[config.mk]
export PLATFORM = sky130hd
export DESIGN_NAME = serial_add_ctrl_flat
export DESIGN_NICKNAME = d
export VERILOG_FILES = /design/src/rtl/serial_add_pkg.sv /design/src/rtl/serial_add_ctrl_if.sv /design/src/rtl/serial_add_ctrl_fulladdr.sv /design/src/rtl/serial_add_ctrl.sv /design/src/flat_wrapper.sv
export SDC_FILE = /design/constraint.sdc
export NUM_CORES = 1
export LEC_CHECK = 0
export BUFFER_PORTS_ARGS = -buffer_cell sky130_fd_sc_hd__buf_2
export CAP_MARGIN = 10
export CORE_MARGIN = 2
export CORE_UTILIZATION = 45
export CTS_CLUSTER_SIZE = 24
export DETAILED_ROUTE_END_ITERATION = 6
export PLACE_DENSITY_LB_ADDON = 0.3
export SLEW_MARGIN = 20
export SYNTH_ARGS = -nofsm -noshare
export SYNTH_HDL_FRONTEND = slang
export SYNTH_HIERARCHICAL = 1
export SYNTH_SLANG_ARGS = --single-unit
export TNS_END_PERCENT = 1
[constraint.sdc]
create_clock -name clk -period 1.45 [get_ports clk]
set_input_delay 0.2175 -clock clk [delete_from_list [all_inputs] [get_ports clk]]
set_output_delay 0.2175 -clock clk [all_outputs]
set_load 0.1 [all_outputs]
[src/rtl/serial_add_pkg.sv]
// Shared types and defaults for the bit-serial adder controller.
// The optional SERIAL_ADD_OVF_EN build adds a signed-overflow output.
package serial_add_pkg;

    // Default operand/result width. Legal widths are 2..32.
    localparam int DEF_W = 8;

    // Controller states. The encoding is fixed so the state can be decoded off-chip if needed.
    typedef enum logic [1:0] {
        IDLE = 2'b00,
        RUN  = 2'b01,
        DONE = 2'b10
    } state_e;

endpackage

[src/rtl/serial_add_ctrl_if.sv]
// Requester-side bundle for serial_add_ctrl: start/done handshake, operands, result.
// The ovf signal exists only when SERIAL_ADD_OVF_EN is defined.
interface serial_add_ctrl_if
    import serial_add_pkg::*;
#(
    parameter int W = DEF_W
) ();

    logic         start;
    logic [W-1:0] op_a;
    logic [W-1:0] op_b;
    logic         cin;
    logic         busy;
    logic         done;
    logic [W-1:0] sum;
    logic         cout;
`ifdef SERIAL_ADD_OVF_EN
    logic         ovf;

    modport master (output start, op_a, op_b, cin,
                    input  busy, done, sum, cout, ovf);
    modport slave  (input  start, op_a, op_b, cin,
                    output busy, done, sum, cout, ovf);
`else
    modport master (output start, op_a, op_b, cin,
                    input  busy, done, sum, cout);
    modport slave  (input  start, op_a, op_b, cin,
                    output busy, done, sum, cout);
`endif

endinterface

[src/rtl/serial_add_ctrl_fulladdr.sv]
// FULLADDR: the shared 1-bit full-adder cell. It is purely combinational.
module FULLADDR (
    output logic Cout,
    output logic Sum,
    input  logic Ain,
    input  logic Bin,
    input  logic Cin
);

    assign Sum  = Ain ^ Bin ^ Cin;
    assign Cout = (Ain & Bin) | (Cin & (Ain ^ Bin));

endmodule

[src/rtl/serial_add_ctrl.sv]
// serial_add_ctrl: adds two W-bit operands one bit per cycle, LSB first, using a
// single FULLADDR cell with a registered carry loop. A result takes W+1 cycles
// from accept to the done pulse.
// Optional feature: define SERIAL_ADD_OVF_EN to get a registered signed-overflow flag.
module serial_add_ctrl
    import serial_add_pkg::*;
#(
    parameter int W = DEF_W
) (
    input  logic              clk,
    input  logic              rst_n,
    serial_add_ctrl_if.slave  bus
);

    localparam int                CNT_W    = $clog2(W);
    localparam logic [CNT_W-1:0]  LAST_IDX = CNT_W'(W - 1);

    state_e           r_state;
    logic [W-1:0]     r_a_sr;
    logic [W-1:0]     r_b_sr;
    logic [W-1:0]     r_sum;
    logic [CNT_W-1:0] r_idx;
    logic             r_carry;
    logic             r_cout;
    logic             r_busy;
    logic             r_done;
`ifdef SERIAL_ADD_OVF_EN
    logic             r_ovf;
`endif

    logic             w_fa_sum;
    logic             w_fa_cout;

    // The single adder cell always sees the current LSBs and the carry loop.
    FULLADDR u_fa (
        .Cout (w_fa_cout),
        .Sum  (w_fa_sum),
        .Ain  (r_a_sr[0]),
        .Bin  (r_b_sr[0]),
        .Cin  (r_carry)
    );

    // Controller FSM together with the shift registers, carry loop and registered outputs.
    // NOTE: every register here uses <= so all of them update from the same pre-edge values.
    always_ff @(posedge clk or negedge rst_n) begin
        if (!rst_n) begin
            r_state <= IDLE;
            r_a_sr  <= '0;
            r_b_sr  <= '0;
            r_sum   <= '0;
            r_idx   <= '0;
            r_carry <= 1'b0;
            r_cout  <= 1'b0;
            r_busy  <= 1'b0;
            r_done  <= 1'b0;
`ifdef SERIAL_ADD_OVF_EN
            r_ovf   <= 1'b0;
`endif
        end else begin
            case (r_state)
                IDLE, DONE: begin
                    r_done <= 1'b0;
                    if (bus.start) begin
                        r_a_sr  <= bus.op_a;
                        r_b_sr  <= bus.op_b;
                        r_carry <= bus.cin;
                        r_idx   <= '0;
                        r_sum   <= '0;
                        r_cout  <= 1'b0;
`ifdef SERIAL_ADD_OVF_EN
                        r_ovf   <= 1'b0;
`endif
                        r_busy  <= 1'b1;
                        r_state <= RUN;
                    end else begin
                        r_state <= IDLE;
                    end
                end
                RUN: begin
                    // Each new sum bit enters at the MSB, so bit i reaches sum[i] after W steps.
                    r_sum   <= {w_fa_sum, r_sum[W-1:1]};
                    r_carry <= w_fa_cout;
                    r_a_sr  <= r_a_sr >> 1;
                    r_b_sr  <= r_b_sr >> 1;
                    r_idx   <= r_idx + 1'b1;
                    if (r_idx == LAST_IDX) begin
                        r_cout  <= w_fa_cout;
`ifdef SERIAL_ADD_OVF_EN
                        // On the last bit the carry register holds the carry into the MSB.
                        r_ovf   <= r_carry ^ w_fa_cout;
`endif
                        r_busy  <= 1'b0;
                        r_done  <= 1'b1;
                        r_state <= DONE;
                    end
                end
                default: begin
                    r_busy  <= 1'b0;
                    r_done  <= 1'b0;
                    r_state <= IDLE;
                end
            endcase
        end
    end

    assign bus.busy = r_busy;
    assign bus.done = r_done;
    assign bus.sum  = r_sum;
    assign bus.cout = r_cout;
`ifdef SERIAL_ADD_OVF_EN
    assign bus.ovf  = r_ovf;
`endif

endmodule

[src/flat_wrapper.sv]
// flat-port wrapper written by rule: the top's interface ports become plain ports
module serial_add_ctrl_flat import serial_add_pkg::*;
#(
    parameter int W = DEF_W
)
  (clk, rst_n, bus_start, bus_op_a, bus_op_b, bus_cin, bus_busy, bus_done, bus_sum, bus_cout);
  serial_add_ctrl_if #(.W(W)) bus_i ();
  input  logic clk;
  input  logic rst_n;
  input wire logic [$bits(bus_i.start)-1:0] bus_start;
  input wire logic [$bits(bus_i.op_a)-1:0] bus_op_a;
  input wire logic [$bits(bus_i.op_b)-1:0] bus_op_b;
  input wire logic [$bits(bus_i.cin)-1:0] bus_cin;
  output wire logic [$bits(bus_i.busy)-1:0] bus_busy;
  output wire logic [$bits(bus_i.done)-1:0] bus_done;
  output wire logic [$bits(bus_i.sum)-1:0] bus_sum;
  output wire logic [$bits(bus_i.cout)-1:0] bus_cout;
  assign bus_i.start = bus_start;
  assign bus_i.op_a = bus_op_a;
  assign bus_i.op_b = bus_op_b;
  assign bus_i.cin = bus_cin;
  assign bus_busy = bus_i.busy;
  assign bus_done = bus_i.done;
  assign bus_sum = bus_i.sum;
  assign bus_cout = bus_i.cout;
  serial_add_ctrl #(.W(W)) u_core (.clk(clk), .rst_n(rst_n), .bus(bus_i));
endmodule
* Word-level counts from Yosys, hierarchy flattened
Index checks and enable logic that the tools add are counted.
W data, S select, Z words.
** Cells by class
- $add $sub $neg :: 1
- Equal/unequal tests :: 5
- Multiplexer cells :: 21
- Bitwise gates (word level) :: 5
- Reduce and logical (&&, ||, !) cells :: 6
** Operators with widths (number)
- $pmux W8 S2 :: 3
- $mux W8 :: 3
- $mux W1 :: 8
- $pmux W1 S2 :: 3
- $pmux W3 S2 :: 1
- $pmux W2 S2 :: 1
- $reduce_and A2 Y1 :: 2
- $add A3 B1 Y3 const B :: 1
- $eq A3 B3 Y1 const B :: 1
- $mux W3 :: 1
- $reduce_and A3 Y1 :: 1
- $and A1 B1 Y1 :: 2
- $eq A2 B1 Y1 const B :: 1
- $eq A2 B2 Y1 const B :: 1
- $logic_not A2 Y1 :: 1
- $mux W2 :: 1
- $ne A2 B1 Y1 const B :: 1
- $ne A2 B2 Y1 const B :: 1
- $reduce_bool A2 Y1 :: 1
- $reduce_or A2 Y1 :: 1
- $xor A1 B1 Y1 :: 2
- $or A1 B1 Y1 :: 1
** Storage, ports and cells
- Register bits :: 33
- Input port bits :: 20

* Depth between registers and ports, before layout
Gate-level depths: netlist of the first run.
- Depth after elaboration :: 5
- Depth in mapped cells :: 6

* Cells and area by module
Netlist of the first run, hierarchy kept.
** Modules (own cells, without submodules)
- serial_add_ctrl :: times used 1, cells an instance 140, area an instance 1652.8 µm², sequential area each 800.8 µm²
- FULLADDR :: times used 1, cells an instance 1, area an instance 20.0 µm², sequential area each 0.0 µm²

* Worst setup path before layout of the first run
Ideal clock, no wire load.
- Kind :: flip-flop to flip-flop
- Start :: register u_core.r_state[1]
- End :: register u_core.r_idx[2]
- Data arrival time :: 1740 ps
- Slack :: -411 ps
- Cell stages (with the launch flop) :: 5
- Path buffers :: 2
- Cell sequence :: dfrtp_1 > buf_6 > buf_12 > mux2_4 > a22o_1
** On the way
- Longest elaborated chain between the ends :: 4
- Elaborated cells between the ends (all ways) :: 8
** RTL lines
- start: declaration :: line serial_add_ctrl.sv:18 : state_e r_state;
- start signal: assignment :: line serial_add_ctrl.sv:47 : r_state <= IDLE;
- start signal: assignment :: line serial_add_ctrl.sv:74 : r_state <= RUN;
- start signal: assignment :: line serial_add_ctrl.sv:76 : r_state <= IDLE;
- $eq A2 B2 Y1 or $logic_not A2 Y1 (tied branches) :: line serial_add_ctrl.sv:60 : case (r_state)
- $reduce_or A2 Y1 :: line serial_add_ctrl.sv:60
- $ne A2 B2 Y1 (no source line) or $reduce_bool A2 Y1 (tied branches)
- $reduce_and A2 Y1 (no source line)
- end signal: assignment :: line serial_add_ctrl.sv:85 : r_idx <= r_idx + 1'b1;
- end: declaration :: line serial_add_ctrl.sv:22 : logic [CNT_W-1:0] r_idx;
Several ways; a longest one is shown, not always the timed one.
A chain may end at the register's enable or synchronous reset.

* Final worst setup path of the first run
- Start :: register u_core.r_idx[1]
- End :: register u_core.r_cout, in the netlist u_core/bus.cout
** On the way
- Longest elaborated chain between the ends :: 3
** RTL lines
- $eq A3 B3 Y1 :: line serial_add_ctrl.sv:86 : if (r_idx == LAST_IDX) begin
- $ne A2 B1 Y1 (no source line)
- $reduce_and A3 Y1 (no source line)
- end signal: assignment :: line serial_add_ctrl.sv:87 : r_cout <= w_fa_cout;
- end: declaration :: line serial_add_ctrl.sv:24 : logic r_cout;
No other way between the ends.

==> impl_metrics.xml, run 1 <==
<?xml version="1.0" encoding="UTF-8"?>
<metrics>
  <group name="status">
    <metric name="run_status" unit="">finished clean</metric>
  </group>
  <group name="yosys">
    <metric name="post_synth_most_frequent_cells" unit="">32 x sky130_fd_sc_hd__dfrtp_1, 17 x sky130_fd_sc_hd__mux2i_1, 15 x sky130_fd_sc_hd__a211oi_1, 15 x sky130_fd_sc_hd__a21oi_1, 15 x sky130_fd_sc_hd__nor2b_1</metric>
    <metric name="async_reset_ff_share" unit="%">100.0</metric>
    <metric name="synth-main-ff-cell" unit="">sky130_fd_sc_hd__dfrtp_1</metric>
    <metric name="synthCells" unit="">141</metric>
    <metric name="post_synth_num_cell_types" unit="">27</metric>
    <metric name="yosysSeqAreaShare" unit="%">47.87</metric>
    <metric name="yosys.cell_count.top_type" unit="">sky130_fd_sc_hd__dfrtp_1</metric>
    <metric name="yosysTopAreaCellShare" unit="%">47.87</metric>
    <metric name="yosys.area.top_type" unit="">sky130_fd_sc_hd__dfrtp_1</metric>
    <metric name="synth_nets" unit="">164</metric>
    <metric name="post_syn_area_per_cell" unit="sq um">11.86</metric>
    <metric name="synth.ff_latch_count" unit="">32</metric>
    <metric name="syn-cell-area" unit="sq mm">0.001673</metric>
    <metric name="number_of_enable_flip_flop_cells_after_synthesis" unit="">0</metric>
    <metric name="netlist_top_cells_area" unit="">sky130_fd_sc_hd__dfrtp_1 48%, sky130_fd_sc_hd__mux2i_1 10%, sky130_fd_sc_hd__a211oi_1 6.7%</metric>
    <metric name="ys_warn_count" unit="">6</metric>
  </group>
  <group name="global_routing">
    <metric name="vias_in_the_first_global_route" unit="">1165</metric>
    <metric name="grt_first_pass_wirelength" unit="um">5368</metric>
    <metric name="gr-total-overflow" unit="">0</metric>
    <metric name="antenna_found_initial" unit="">0</metric>
    <metric name="globalRouteTotalUtil" unit="%">16.99</metric>
    <metric name="largest_net_degree_at_the_start_of_global_routing" unit="">33</metric>
  </group>
  <group name="power">
    <metric name="vdd_drop_max" unit="V">0.0009191</metric>
    <metric name="leakage_power" unit="nW">0.8673</metric>
    <metric name="power_density" unit="mW/mm^2">2412</metric>
  </group>
  <group name="detailed_routing">
    <metric name="vias_per_cell" unit="">5.444</metric>
    <metric name="route.detailed.drc" unit="">0</metric>
    <metric name="postRouteAntennaNets" unit="">0</metric>
    <metric name="detail_route.iter0.violations" unit="">45</metric>
    <metric name="wire_per_inst" unit="um">14.38</metric>
    <metric name="detailedRoute.firstPassIterationCount" unit="">4</metric>
    <metric name="drt-total-wl" unit="um">3236</metric>
    <metric name="detailroute.via_count" unit="">1225</metric>
  </group>
  <group name="placement">
    <metric name="detailedPlacementHpwl" unit="um">2289</metric>
    <metric name="gpl.final_weighted_congestion" unit="">0.7216</metric>
    <metric name="buffer_ports.inserted" unit="">30</metric>
  </group>
  <group name="sta">
    <metric name="grt_setup_unrepaired" unit="">no</metric>
    <metric name="max_freq" unit="GHz">0.7203</metric>
    <metric name="post-route-min-period" unit="ns">1.388</metric>
    <metric name="max_slew_headroom" unit="%">53.98</metric>
    <metric name="tightestPinTransition" unit="ns">0.6903</metric>
    <metric name="final_setup_violation_count" unit="">0</metric>
    <metric name="hold_violations" unit="">0</metric>
    <metric name="timing_max_transition_violations_final" unit="">0</metric>
    <metric name="fin_hold_ws" unit="ns">0.2052</metric>
    <metric name="clock-skew-final" unit="ns">0.006068</metric>
    <metric name="final.period_utilization" unit="%">95.74</metric>
  </group>
  <group name="setup_path">
    <metric name="timing_worst_setup_path_type" unit="">reg2reg</metric>
    <metric name="rr_startpoint" unit="">u_core/r_idx[1]</metric>
    <metric name="timing.rr.end" unit="">u_core/bus.cout</metric>
    <metric name="critical_path.endpoint_type" unit="">register</metric>
    <metric name="crit_required" unit="ns">1.62</metric>
    <metric name="worst-endpoint-arrival" unit="ns">1.56</metric>
    <metric name="r2r.worst_path.cells" unit="">5</metric>
    <metric name="ff_to_ff_setup_slack" unit="ns">0.06</metric>
    <metric name="cp-start-kind" unit="">register</metric>
    <metric name="critical_path_peak_fanout" unit="">3</metric>
  </group>
  <group name="cts">
    <metric name="cts-root-buf" unit="">sky130_fd_sc_hd__clkbuf_8</metric>
    <metric name="clk_latency" unit="ns">0.28</metric>
    <metric name="cts_buffer_depth" unit="">2</metric>
    <metric name="cts.htree.levels" unit="">2</metric>
    <metric name="tritoncts.num_buffers" unit="">5</metric>
    <metric name="tritoncts_num_sinks" unit="">32</metric>
    <metric name="clk_pin_slew" unit="ns">0.06</metric>
    <metric name="clock_tree_from_tritoncts" unit="">yes</metric>
  </group>
  <group name="floorplan">
    <metric name="design.core.area" unit="sq mm">0.003606</metric>
    <metric name="die_area" unit="sq mm">0.004221</metric>
    <metric name="starting_density_of_the_core" unit="%">46.39</metric>
    <metric name="fp.dieH" unit="um">64.97</metric>
    <metric name="io_count" unit="">31</metric>
    <metric name="rows" unit="">22</metric>
    <metric name="dieWidth" unit="um">64.97</metric>
  </group>
  <group name="layout">
    <metric name="drive_gt1_share" unit="%">32.77</metric>
    <metric name="layout.area.seq" unit="sq um">804.5</metric>
    <metric name="post_layout_utilization_of_the_core" unit="%">55.34</metric>
    <metric name="area_added_between_synthesis_and_finish" unit="%">19.30</metric>
    <metric name="insertedDiodeCount" unit="">0</metric>
    <metric name="num-nets-final" unit="">199</metric>
    <metric name="multiInputGateArea" unit="sq um">785.8</metric>
    <metric name="fillerInstances" unit="">331</metric>
  </group>
  <group name="hold_path">
    <metric name="worstHoldStart" unit="">bus_op_a[6]</metric>
    <metric name="whs_path_depth" unit="">3</metric>
    <metric name="hold-path-endpoint" unit="">u_core/r_a_sr[6]</metric>
    <metric name="timing.hold.worst.class" unit="">in2reg</metric>
  </group>
  <group name="run">
    <metric name="maxCapViolations" unit="">0</metric>
  </group>
</metrics>
[state kept, by name, indices dropped and copies added, names as in the netlist]
name             flops
u_core/bus.busy      1
u_core/bus.cout      1
u_core/r_a_sr        8
u_core/r_state       2
u_core/r_b_sr        8
u_core/bus.sum       8
u_core/r_idx         3
u_core/r_carry       1
[worst max-delay path, cell delays in order, from the launching register on]
cell and delay (ns):
sky130_fd_sc_hd__dfrtp_1 0.40, sky130_fd_sc_hd__ha_2 0.19, sky130_fd_sc_hd__ha_4 0.17, sky130_fd_sc_hd__nand2b_4 0.06, sky130_fd_sc_hd__mux2_4 0.28, sky130_fd_sc_hd__a22o_1 0.17
[kinds of logic after synthesis]
family	Yosys count	synth area share, %
AOI/OAI and AO/OA	45	18.32
DFF	32	47.87
and+or+nand+nor	26	10.25
muxes	23	14.66
buffers and inverters	12	6.207
adders and majority gates	3	2.692
[cells in the final DEF, fill, tap and decap left out, drive strengths merged]
cell type     n
buf          39
dfrtp        32
mux2i        17
nor2b        16
a211oi       15
a21oi        15
a22o         11
clkbuf        8
mux2          6
nor2          4
o21ai         3
nand3         2
ha            2
dlygate4sd3   1
and2          1
and2b         1
nand2b        1
nand2         1
a21o          1
fa            1
[per-stage QoR]
stage                     instances  setup WS (ns)  cell area [sq um]  setup TNS [ns]  power (mW)
after global routing            225        0.01733               1996               0       5.115
after detailed placement        215       -0.01745               1871        -0.01745       4.085
after floorplan                 141       -0.05463               1677         -0.1512       3.618
after global placement          215        0.02385               1871               0       3.969
final                           225        0.06172               1996               0       4.813
after CTS                       224       0.005426               1973               0       4.802
[what timing repair did]
item | in CTS | in global routing
buffers inserted | 0 | 1
gates cloned | 0 | 0
pin swaps | 0 | 0
resized for setup | 1 | 3
setup endpoints to repair | 1 | 1
hold buffers | 1 | 0
endpoints found under the hold margin | 1 | 0
[layout make-up]
type                            instances  area share (%)
Multi-Input combinational cell         97           39.37
Tap cell                               48           3.009
Clock buffer                            8           4.514
Timing Repair Buffer                   40           12.79
Sequential cell                        32           40.31
[worst max path at each step]
stage / from / slack, ns / depth (start not counted) / end
after floorplan: u_core/r_state[1] / -0.05 / 4 / u_core/r_idx[2]
after CTS: u_core/r_a_sr[0] / 0.005 / 3 / u_core/bus.cout
after global routing: u_core/r_idx[1] / 0.02 / 5 / u_core/bus.cout
after detailed placement: u_core/r_idx[0] / -0.02 / 5 / u_core/bus.cout
after global placement: u_core/r_idx[0] / 0.02 / 5 / u_core/bus.cout
final: u_core/r_idx[1] / 0.06 / 5 / u_core/bus.cout
[power breakdown]
group          switching [mW]  leakage, nW  internal [mW]
clock network           0.308       0.0455          0.387
registers               0.343        0.387           1.30
logic                    1.55        0.435          0.921
total                    2.20        0.867           2.61
[metal layers]
layer / track usage (%) / part of all wire [%] / vias up
li1: - / - / 584
met1: 20.56 / 45 / 606
met2: 27.96 / 49 / 27
met3: 4.167 / 4.6 / 8
met4: 8.777 / 2.1 / 0
met5: 0 / 0 / -
Power figures use the tool's default switching activity.
==> run 2, diff against run 1 <==
--- a/config.mk
+++ b/config.mk
@@ -5,7 +5,7 @@
 export SDC_FILE = /design/constraint.sdc
 export NUM_CORES = 1
 export LEC_CHECK = 0
-export BUFFER_PORTS_ARGS = -buffer_cell sky130_fd_sc_hd__buf_2
+export BUFFER_PORTS_ARGS = -buffer_cell sky130_fd_sc_hd__clkbuf_2
 export CAP_MARGIN = 10
 export CORE_MARGIN = 2
 export CORE_UTILIZATION = 45
==> run 2 against run 1 <==
Net effect:
- setup slack got worse by 0.031 ns
- cell area increased by 1.3%
- global-route usage increased by 0.58 points
- first-iteration DRC count decreased by 44%
- maximum frequency decreased by 2.2%
- register-to-register slack got worse by 0.03 ns
- flip-flop and latch count unchanged
- utilization increased by 0.69 points
- clock-buffer cell count unchanged
- largest cell class unchanged
- highest routed layer unchanged
==> impl_metrics.xml, run 2 (synthesis results as in run 1) <==
<?xml version="1.0" encoding="UTF-8"?>
<metrics>
  <group name="sta">
    <metric name="timing_max_transition_violations_final" unit="">0</metric>
    <metric name="final_setup_violation_count" unit="">0</metric>
    <metric name="clock-skew-final" unit="ns">0.003989</metric>
    <metric name="tightestPinTransition" unit="ns">0.5407</metric>
    <metric name="max_slew_headroom" unit="%">64.11</metric>
    <metric name="fin_hold_ws" unit="ns">0.2088</metric>
    <metric name="grt_setup_unrepaired" unit="">yes</metric>
    <metric name="hold_violations" unit="">0</metric>
    <metric name="max_freq" unit="GHz">0.7043</metric>
    <metric name="post-route-min-period" unit="ns">1.420</metric>
    <metric name="final.period_utilization" unit="%">97.91</metric>
  </group>
  <group name="placement">
    <metric name="buffer_ports.inserted" unit="">30</metric>
    <metric name="dpl-instance-area" unit="sq mm">0.001906</metric>
    <metric name="detailedPlacementHpwl" unit="um">2290</metric>
    <metric name="placedCellCount" unit="">215</metric>
    <metric name="gpl.final_weighted_congestion" unit="">0.7544</metric>
  </group>
  <group name="power">
    <metric name="vdd_drop_max" unit="V">0.0007302</metric>
    <metric name="leakage_power" unit="nW">0.8747</metric>
    <metric name="power_density" unit="mW/mm^2">2402</metric>
    <metric name="power" unit="mW">4.853</metric>
  </group>
  <group name="cts">
    <metric name="tritoncts.num_buffers" unit="">5</metric>
    <metric name="clk_pin_slew" unit="ns">0.06</metric>
    <metric name="clk_latency" unit="ns">0.28</metric>
    <metric name="cts_buffer_depth" unit="">2</metric>
    <metric name="tritoncts_num_sinks" unit="">32</metric>
    <metric name="clock_tree_from_tritoncts" unit="">yes</metric>
    <metric name="cts.htree.levels" unit="">2</metric>
    <metric name="postCtsSetupBuffers" unit="">0</metric>
    <metric name="cts-root-buf" unit="">sky130_fd_sc_hd__clkbuf_8</metric>
  </group>
  <group name="layout">
    <metric name="drive_gt1_share" unit="%">31.82</metric>
    <metric name="final_cells" unit="">224</metric>
    <metric name="area_added_between_synthesis_and_finish" unit="%">20.79</metric>
    <metric name="most_common_cell_after_layout_fill_and_taps_aside" unit="">sky130_fd_sc_hd__dfrtp_1</metric>
    <metric name="insertedDiodeCount" unit="">0</metric>
    <metric name="num-nets-final" unit="">198</metric>
    <metric name="final_area" unit="sq mm">0.002021</metric>
    <metric name="layout_common_cells" unit="">31 x sky130_fd_sc_hd__dfrtp_1, 20 x sky130_fd_sc_hd__clkbuf_2, 17 x sky130_fd_sc_hd__mux2i_1</metric>
  </group>
  <group name="setup_path">
    <metric name="cp-start-kind" unit="">register</metric>
    <metric name="rr_startpoint" unit="">u_core/r_idx[1]</metric>
    <metric name="critical_path.slowest_cell" unit="">sky130_fd_sc_hd__dfrtp_1</metric>
    <metric name="timing.critical_path.slowest_cell_delay" unit="ns">0.40</metric>
    <metric name="critical_path_peak_fanout" unit="">3</metric>
    <metric name="crit_required" unit="ns">1.62</metric>
    <metric name="worst-endpoint-arrival" unit="ns">1.59</metric>
    <metric name="critical_path.endpoint_type" unit="">register</metric>
    <metric name="timing_worst_setup_path_type" unit="">reg2reg</metric>
    <metric name="crit_path_cell_trace" unit="">ha_2 -&gt; ha_4 -&gt; nand2b_4 -&gt; mux2_4 -&gt; a22o_1</metric>
    <metric name="worstSetupStartpoint" unit="">u_core/r_idx[1]</metric>
  </group>
  <group name="hold_path">
    <metric name="timing.hold.worst.class" unit="">in2reg</metric>
    <metric name="worstHoldStart" unit="">bus_op_a[5]</metric>
  </group>
  <group name="detailed_routing">
    <metric name="postRouteAntennaNets" unit="">0</metric>
    <metric name="route.detailed.drc" unit="">0</metric>
    <metric name="detailedRoute.firstPassIterationCount" unit="">4</metric>
    <metric name="detailroute.via_count" unit="">1164</metric>
    <metric name="wire_per_inst" unit="um">14.21</metric>
    <metric name="drt-total-wl" unit="um">3183</metric>
    <metric name="detail_route.iter0.violations" unit="">25</metric>
    <metric name="vias_per_cell" unit="">5.196</metric>
  </group>
  <group name="floorplan">
    <metric name="fp.dieH" unit="um">64.97</metric>
    <metric name="starting_density_of_the_core" unit="%">46.39</metric>
    <metric name="design.core.area" unit="sq mm">0.003606</metric>
    <metric name="die_area" unit="sq mm">0.004221</metric>
    <metric name="rows" unit="">22</metric>
    <metric name="io_count" unit="">31</metric>
    <metric name="dieWidth" unit="um">64.97</metric>
  </group>
  <group name="global_routing">
    <metric name="antenna_found_initial" unit="">0</metric>
    <metric name="vias_in_the_first_global_route" unit="">1192</metric>
    <metric name="globalRouteTotalUtil" unit="%">17.56</metric>
    <metric name="grt_first_pass_wirelength" unit="um">5513</metric>
    <metric name="gr-total-overflow" unit="">0</metric>
    <metric name="largest_net_degree_at_the_start_of_global_routing" unit="">34</metric>
  </group>
  <group name="status">
    <metric name="run_status" unit="">finished clean</metric>
  </group>
  <group name="run">
    <metric name="maxCapViolations" unit="">0</metric>
  </group>
</metrics>
-- run 2: cell count changes in the layout (fill, tap and decap cells not counted) --
cell,delta
sky130_fd_sc_hd__fa_1,+1
sky130_fd_sc_hd__buf_2,-29
sky130_fd_sc_hd__fa_2,-1
sky130_fd_sc_hd__buf_12,+1
sky130_fd_sc_hd__clkbuf_2,+20
sky130_fd_sc_hd__buf_4,+7
-- run 2: per-layer routing --
| metal | part of all wire [%] | GRT usage [%] | routed length (um) |
|---|---|---|---|
| met2 | 47 | 28.22 | 1505 |
| met3 | 4.6 | 6.250 | 147 |
| met4 | 1.9 | 7.181 | 60 |
| met5 | 0 | 0 | 0 |
| met1 | 46 | 21.39 | 1469 |
-- run 2: power breakdown --
| part | internal [mW] | leakage (nW) | switching (mW) |
|---|---|---|---|
| clock | 0.386 | 0.0455 | 0.306 |
| combinational | 0.968 | 0.442 | 1.55 |
| sequential | 1.30 | 0.387 | 0.338 |
-- run 2: metrics by stage --
stage / worst slack [ns] / setup TNS (ns) / util, %
after detailed placement: -0.01609 / -0.01609 / 52.85
after CTS: 0.01388 / 0 / 55.69
after floorplan: -0.05463 / -0.1512 / -
final: 0.03024 / 0 / 56.04
after global placement: 0.02296 / 0 / 52.85
after global routing: -0.02106 / -0.02106 / 56.04
-- run 2: repair_timing --
action / CTS / global route
hold endpoints to repair: 14 / 0
gates resized for setup: 1 / 2
hold buffers: 1 / 0
endpoints found under the setup margin: 1 / 2
pin swaps: 0 / 1
-- run 2: worst paths after layout --
path	endpoint	slack [ns]	cells after the start
max in group asynchronous	u_core/r_b_sr[2]	0.63	3
worst min-delay path	u_core/r_a_sr[5]	0.21	3
worst min register to register	u_core/bus.sum[1]	0.52	1
min in group asynchronous	u_core/bus.sum[0]	0.38	2
worst max register to register	u_core/bus.cout	0.03	5
worst max-delay path	u_core/bus.cout	0.03	5
-- run 2: critical path: cells and delay by family, from the launching register on --
kind	cells	cell delay [ns]
simple gates	1	0.06
fa+ha+maj	2	0.39
compound gates	1	0.17
mux	1	0.28
flops	1	0.40
-- run 2: cell type report --
type / instances / area (sq um)
clock buffer: 8 / 90.09
timing repair buffer: 39 / 282.8
multi-input combinational: 97 / 783.3
tap: 48 / 60.06
fill: 312 / 1585
sequential: 32 / 804.5
